### src/rtl/uart_rx_fifo_if.sv
// rtl/uart_rx_fifo_if.sv - read-side valid/ready handshake between uart_rx_fifo and the CPU
interface uart_rx_fifo_if;
  logic [7:0] data_out;
  logic       data_out_valid;
  logic       data_out_ready;

  modport master (output data_out, output data_out_valid, input data_out_ready);
  modport slave  (input data_out, input data_out_valid, output data_out_ready);
endinterface

### src/rtl/uart_rx_fifo.sv
// rtl/uart_rx_fifo.sv - 8N1 UART receiver feeding a byte FIFO, with sticky frame/overflow flags
// Defining UART_RX_PARITY_EN adds an even-parity bit before the stop bit and a parity_err flag.
module uart_rx_fifo #(
  parameter int CPU_CLOCK_FREQ = 50_000_000,
  parameter int BAUD_RATE      = 115200,
  parameter int FIFO_DEPTH     = 8
) (
  input  logic                        clk,
  input  logic                        rst,
  input  logic                        serial_in,
  uart_rx_fifo_if.master              rd,
  output logic [$clog2(FIFO_DEPTH):0] fifo_count,
  output logic                        rx_busy,
  output logic                        frame_err,
  output logic                        overflow_err,
`ifdef UART_RX_PARITY_EN
  output logic                        parity_err,
`endif
  input  logic                        err_clear
);
  localparam int CLOCKS_PER_BIT = CPU_CLOCK_FREQ / BAUD_RATE;
  localparam int SAMPLE_TIME    = CLOCKS_PER_BIT / 2;
  localparam int CNT_W          = $clog2(CLOCKS_PER_BIT);
  localparam int PTR_W          = $clog2(FIFO_DEPTH);
  localparam logic [CNT_W-1:0] BIT_LAST    = CNT_W'(CLOCKS_PER_BIT - 1);
  localparam logic [CNT_W-1:0] SAMPLE_LAST = CNT_W'(SAMPLE_TIME - 1);
  localparam logic [PTR_W:0]   DEPTH_C     = (PTR_W + 1)'(FIFO_DEPTH);

`ifdef UART_RX_PARITY_EN
  typedef enum logic [2:0] {IDLE, START, DATA, PARITY, STOP} state_t;
`else
  typedef enum logic [1:0] {IDLE, START, DATA, STOP} state_t;
`endif

  state_t           state_q, state_d;
  logic [CNT_W-1:0] cnt_q, cnt_d;
  logic [2:0]       bit_idx_q, bit_idx_d;
  logic [7:0]       shift_q, shift_d;
  logic             rx_meta, rx_s;
  logic             push_req, frame_set;
`ifdef UART_RX_PARITY_EN
  logic             par_ok_q, par_ok_d, parity_set;
`endif

  logic [7:0]       mem [FIFO_DEPTH];
  logic [PTR_W-1:0] wr_ptr_q, rd_ptr_q;
  logic [PTR_W:0]   count_q;
  logic             pop, push_ok, overflow_set;

  always_ff @(posedge clk or negedge rst) begin
    if (!rst) begin
      rx_meta <= 1'b1;
      rx_s    <= 1'b1;
    end else begin
      rx_meta <= serial_in;
      rx_s    <= rx_meta;
    end
  end

  always_ff @(posedge clk or negedge rst) begin
    if (!rst) begin
      state_q   <= IDLE;
      cnt_q     <= '0;
      bit_idx_q <= '0;
      shift_q   <= '0;
`ifdef UART_RX_PARITY_EN
      par_ok_q  <= 1'b1;
`endif
    end else begin
      state_q   <= state_d;
      cnt_q     <= cnt_d;
      bit_idx_q <= bit_idx_d;
      shift_q   <= shift_d;
`ifdef UART_RX_PARITY_EN
      par_ok_q  <= par_ok_d;
`endif
    end
  end

  always_comb begin
    state_d   = state_q;
    cnt_d     = cnt_q;
    bit_idx_d = bit_idx_q;
    shift_d   = shift_q;
    push_req  = 1'b0;
    frame_set = 1'b0;
`ifdef UART_RX_PARITY_EN
    par_ok_d   = par_ok_q;
    parity_set = 1'b0;
`endif
    case (state_q)
      IDLE: begin
        cnt_d = '0;
        if (!rx_s) state_d = START;
      end
      START: begin
        if (cnt_q == SAMPLE_LAST) begin
          cnt_d     = '0;
          bit_idx_d = '0;
          state_d   = rx_s ? IDLE : DATA;
        end else begin
          cnt_d = cnt_q + 1'b1;
        end
      end
      DATA: begin
        if (cnt_q == BIT_LAST) begin
          cnt_d     = '0;
          shift_d   = {rx_s, shift_q[7:1]};
          bit_idx_d = bit_idx_q + 3'd1;
`ifdef UART_RX_PARITY_EN
          if (bit_idx_q == 3'd7) state_d = PARITY;
`else
          if (bit_idx_q == 3'd7) state_d = STOP;
`endif
        end else begin
          cnt_d = cnt_q + 1'b1;
        end
      end
`ifdef UART_RX_PARITY_EN
      PARITY: begin
        if (cnt_q == BIT_LAST) begin
          cnt_d      = '0;
          state_d    = STOP;
          par_ok_d   = ~^{shift_q, rx_s};
          parity_set = ^{shift_q, rx_s};
        end else begin
          cnt_d = cnt_q + 1'b1;
        end
      end
`endif
      STOP: begin
        // Back to IDLE at the stop-bit midpoint so the next start edge is caught.
        if (cnt_q == BIT_LAST) begin
          cnt_d   = '0;
          state_d = IDLE;
          if (rx_s) begin
`ifdef UART_RX_PARITY_EN
            push_req = par_ok_q;
`else
            push_req = 1'b1;
`endif
          end else begin
            frame_set = 1'b1;
          end
        end else begin
          cnt_d = cnt_q + 1'b1;
        end
      end
      default: state_d = IDLE;
    endcase
  end

  assign rx_busy           = (state_q != IDLE);
  assign rd.data_out_valid = (count_q != '0);
  assign rd.data_out       = rd.data_out_valid ? mem[rd_ptr_q] : 8'h00;
  assign fifo_count        = count_q;

  // A pop in the same cycle frees the slot the incoming byte needs.
  assign pop          = rd.data_out_valid && rd.data_out_ready;
  assign push_ok      = push_req && ((count_q != DEPTH_C) || pop);
  assign overflow_set = push_req && !push_ok;

  always_ff @(posedge clk) begin
    if (push_ok) mem[wr_ptr_q] <= shift_q;
  end

  always_ff @(posedge clk or negedge rst) begin
    if (!rst) begin
      wr_ptr_q <= '0;
      rd_ptr_q <= '0;
      count_q  <= '0;
    end else begin
      if (push_ok) wr_ptr_q <= wr_ptr_q + 1'b1;
      if (pop)     rd_ptr_q <= rd_ptr_q + 1'b1;
      case ({push_ok, pop})
        2'b10:   count_q <= count_q + 1'b1;
        2'b01:   count_q <= count_q - 1'b1;
        default: count_q <= count_q;
      endcase
    end
  end

  always_ff @(posedge clk or negedge rst) begin
    if (!rst) begin
      frame_err    <= 1'b0;
      overflow_err <= 1'b0;
`ifdef UART_RX_PARITY_EN
      parity_err   <= 1'b0;
`endif
    end else begin
      if (frame_set)      frame_err <= 1'b1;
      else if (err_clear) frame_err <= 1'b0;
      if (overflow_set)   overflow_err <= 1'b1;
      else if (err_clear) overflow_err <= 1'b0;
`ifdef UART_RX_PARITY_EN
      if (parity_set)     parity_err <= 1'b1;
      else if (err_clear) parity_err <= 1'b0;
`endif
    end
  end
endmodule

### src/flat_wrapper.sv
// flat-port wrapper written by rule: the top's interface ports become plain ports
module uart_rx_fifo_flat 
#(
  parameter int CPU_CLOCK_FREQ = 50_000_000,
  parameter int BAUD_RATE      = 115200,
  parameter int FIFO_DEPTH     = 8
)
  (clk, rst, serial_in, fifo_count, rx_busy, frame_err, overflow_err, err_clear, rd_data_out, rd_data_out_valid, rd_data_out_ready);
  uart_rx_fifo_if rd_i ();
  input  logic clk;
  input  logic rst;
  input  logic serial_in;
  output logic [$clog2(FIFO_DEPTH):0] fifo_count;
  output logic rx_busy;
  output logic frame_err;
  output logic overflow_err;
  input  logic err_clear;
  output wire logic [$bits(rd_i.data_out)-1:0] rd_data_out;
  output wire logic [$bits(rd_i.data_out_valid)-1:0] rd_data_out_valid;
  input wire logic [$bits(rd_i.data_out_ready)-1:0] rd_data_out_ready;
  assign rd_data_out = rd_i.data_out;
  assign rd_data_out_valid = rd_i.data_out_valid;
  assign rd_i.data_out_ready = rd_data_out_ready;
  uart_rx_fifo #(.CPU_CLOCK_FREQ(CPU_CLOCK_FREQ), .BAUD_RATE(BAUD_RATE), .FIFO_DEPTH(FIFO_DEPTH)) u_core (.clk(clk), .rst(rst), .serial_in(serial_in), .rd(rd_i), .fifo_count(fifo_count), .rx_busy(rx_busy), .frame_err(frame_err), .overflow_err(overflow_err), .err_clear(err_clear));
endmodule
### config.mk
export PLATFORM = sky130hd
export DESIGN_NAME = uart_rx_fifo_flat
export DESIGN_NICKNAME = d
export VERILOG_FILES = /design/src/rtl/uart_rx_fifo_if.sv /design/src/rtl/uart_rx_fifo.sv /design/src/flat_wrapper.sv
export SDC_FILE = /design/constraint.sdc
export NUM_CORES = 1
export LEC_CHECK = 0
export BUFFER_PORTS_ARGS = -buffer_cell sky130_fd_sc_hd__buf_4
export CAP_MARGIN = 10
export CELL_PAD_IN_SITES_DETAIL_PLACEMENT = 1
export CELL_PAD_IN_SITES_GLOBAL_PLACEMENT = 1
export CORE_MARGIN = 2
export CORE_UTILIZATION = 52
export DETAILED_ROUTE_END_ITERATION = 10
export GPL_ROUTABILITY_DRIVEN = 0
export PLACE_DENSITY = 0.81
export SYNTH_ARGS = -nofsm -noshare
export SYNTH_HDL_FRONTEND = slang
export SYNTH_SLANG_ARGS = --single-unit
### constraint.sdc
create_clock -name clk -period 2.96 [get_ports clk]
set_input_delay 0.592 -clock clk [delete_from_list [all_inputs] [get_ports clk]]
set_output_delay 0.592 -clock clk [all_outputs]
set_load 0.01 [all_outputs]
==> qor.csv <==
stage,metric,value,unit
drt,vias,2374,
cells_and_area,syn_to_final_growth,11.35,%
global_routing,grt_pass1_wl,13770,µm
drt,drtIter0Drc,114,
global_routing,antenna_found_initial,0,
critical_path,path_class,reg -> reg,
cts,htreeDepth,3,
sta,worstMarginPinSlew,0.8192,ns
critical_path,reg2regPathDepth,12,
floorplan,design.core.area,8134,µm²
cells_and_area,nets,327,
logic_synthesis,syn-cell-area,4334,µm²
global_routing,grt_start_max_net_pins,37,
sta,rsz0062_at_grt,no,
sta,drv_slew,0,
logic_synthesis,synth_area_per_cell,15.76,µm²
logic_synthesis,async_reset_ff_share,36.00,%
critical_path,cp_num_buf_inv,1,
drt,vias_per_cell,5.693,
sta,period_needed,2.686,ns
pwr,power_density,476.0,nW/µm²
logic_synthesis,ys_seq_area_share,65.18,%
critical_path,cp_slowest_cell,dfrtp_1,
sta,max_freq,0.3723,GHz
sta,holdWs,0.1746,ns
critical_path,cp_cell_sequence,"inv_1, ha_1, nand4bb_1, nor3_2, nand2_2, ha_1, xor2_1, ha_1, a21oi_1, xor2_1, nor2_1, xor2_1",
job,cap_viol_max_count,0,
critical_path,r2r_start,u_core.cnt_q[1],
logic_synthesis,synth_cells,275,
logic_synthesis,ys_seq_elements,100,
critical_path,worstReg2RegEnd,u_core.fifo_count[2],
cts,clockBufferDepth,2,
placement,place_area,4639,µm²
drt,drc,0,
cts,clk_pin_slew,0.10,ns
global_routing,grt_pass1_vias,2503,
critical_path,crit_arrival,2.94,ns
pwr,vdd_drop_max,0.1906,mV
floorplan,initial_utilization,53.28,%
logic_synthesis,synth.distinct_cells,46,
drt,postRouteAntennaNets,0,
sta,finalSetupTns,0,ns
cells_and_area,mostFrequentLayoutCell,edfxtp_1,
hold_path,hold_class,in -> async,
critical_path,crit_fanout,8,
pwr,p_leak,2.023,nW
sta,skew,0.01406,ns
logic_synthesis,ys.flop_type,edfxtp_1,
cells_and_area,antenna_cells,0,
sta,max-slew-margin-rel,45.39,%
cts,cts_hold_buf,0,
global_routing,gr-usage-all-layers,21.27,%
cts,post_cts_buffers,0,
floorplan,die_h,95.30,µm
logic_synthesis,syn_nets,295,
drt,avgRoutedWirePerCell,20.67,µm
cells_and_area,final_cell_area,4826,µm²
cts,clock_latency,0.36,ns
floorplan,io_pins,21,
cts,cts_buffers,9,
sta,hold_viol,0,
floorplan,die_x,95.30,µm
sta,setup_ws,0.2737,ns
cells_and_area,drive_above_1_share,26.92,%
cts,tritoncts,done,
cts,clock-sinks,100,
critical_path,startpoint_type,register,
cts,clockRootBuffer,clkbuf_8,
sta,period_share,90.75,%
global_routing,grt_overflow,0,
status,status,completed,
critical_path,crit_path_end_kind,register,
sta,setup_violations,0,
logic_synthesis,synth_edf_count,64,
drt,dr.pass1.iters,4,
cells_and_area,stdcell_count,417,
placement,hpwlAfterDp,5980,µm
placement,placedCellCount,401,
drt,drt-total-wl,8619,µm
critical_path,path_delay_family,simple AND/OR/NAND/NOR gates,
cells_and_area,layout_common_cells,"edfxtp_1, dfrtp_1, buf_4",
critical_path,r2r_setup_slack,0.27,ns
critical_path,required,3.21,ns
floorplan,rows,33,
floorplan,dieArea,9081,µm²
critical_path,max_stage_delay,0.40,ns
placement,port_buffers,20,
placement,dpl_worst_slack,0.2088,ns
logic_synthesis,yosys_warnings,0,
==> timing repair <==
action,4_1_cts,5_1_grt
setup endpoints to repair,0,1
endpoints found under the hold margin,0,0
gates resized for setup,0,1
==> per-layer routing <==
metal | share of wire, % | vias to the layer above | routed length (µm) | track usage, %
met1 | 42 | 1222 | 3642 | 26.42
met3 | 2.8 | 13 | 244 | 3.794
li1 | - | 1098 | - | -
met5 | 0 | - | 0 | 0
met2 | 53 | 41 | 4576 | 37.15
met4 | 1.8 | 0 | 155 | 8.092
==> synth_stat cells, types with 3 or more instances <==
cell type   n  share of area [%]
mux4_2     16                8.3
clkbuf_1    4               0.35
nand3_1     7               0.81
and3_1      3               0.43
ha_1       15                4.3
mux2_2     10                2.6
xnor2_1     9                1.8
nand2_1     9               0.78
nor3_1      5               0.58
o21ai_0     4               0.46
nand3b_1    3               0.52
o221ai_1    3               0.61
xor2_1      7                1.4
inv_1      11               0.95
edfxtp_1   64                 44
mux2i_1     9                2.1
dfrtp_1    34                 20
nand2b_1    3               0.43
nor2_1     25                2.2
==> power breakdown <==
part | internal [mW] | total, mW | switching [mW]
combinational | 0.00382 | 0.0149 | 0.0111
clock | 0.317 | 0.807 | 0.490
sequential | 1.47 | 1.48 | 0.00138
==> worst max-delay path by stage <==
stage | startpoint | to | depth (start not counted)
6_report | u_core.cnt_q[1] | u_core.fifo_count[2] | 12
5_1_grt | u_core.cnt_q[1] | u_core.fifo_count[2] | 12
4_1_cts | u_core.cnt_q[1] | u_core.fifo_count[2] | 12
3_5_place_dp | u_core.cnt_q[1] | u_core.fifo_count[2] | 12
3_3_place_gp | u_core.cnt_q[1] | u_core.fifo_count[2] | 12
2_1_floorplan | u_core.fifo_count[1] | u_core.fifo_count[2] | 12
==> area by class of cell <==
type,instances,area [µm²]
flip-flops and latches,100,2825
multi-input cells,154,1415
inverters,12,45.04
fillers,765,3308
clock inverters,7,60.06
repair buffers,30,225.2
clock buffers,9,123.9
well taps,105,131.4
==> sequential cells by signal (all words and copies together) (netlist names), named ones only <==
register             cells
u_core.fifo_count        4
u_core.bit_idx_q         3
u_core.rx_s              1
u_core.frame_err         1
u_core.rd_ptr_q          3
u_core.state_q           1
u_core.wr_ptr_q          3
u_core.rx_meta           1
u_core.mem              64
u_core.shift_q           8
u_core.overflow_err      1
u_core.cnt_q             9
==> logic make-up after synthesis <==
| group | after synthesis | synth area share [%] |
|---|---|---|
| adder cells (fa/ha/maj) | 15 | 4.330 |
| AO/OA/AOI/OAI | 18 | 3.060 |
| XOR/XNOR | 16 | 3.233 |
| AND/OR/NAND/NOR | 69 | 8.632 |
| buffers and inverters | 21 | 2.223 |
| multiplexers | 36 | 13.34 |
| flip-flops | 100 | 65.18 |
==> metrics by stage <==
| stage | util (%) | power (mW) |
|---|---|---|
| 2_1_floorplan | - | 1.506 |
| 3_3_place_gp | 57.04 | 1.521 |
| 3_5_place_dp | 57.04 | 1.522 |
| 4_1_cts | 59.30 | 2.314 |
| 5_1_grt | 59.33 | 2.369 |
| 6_report | 59.33 | 2.297 |
(Power assumes the default switching activity.)
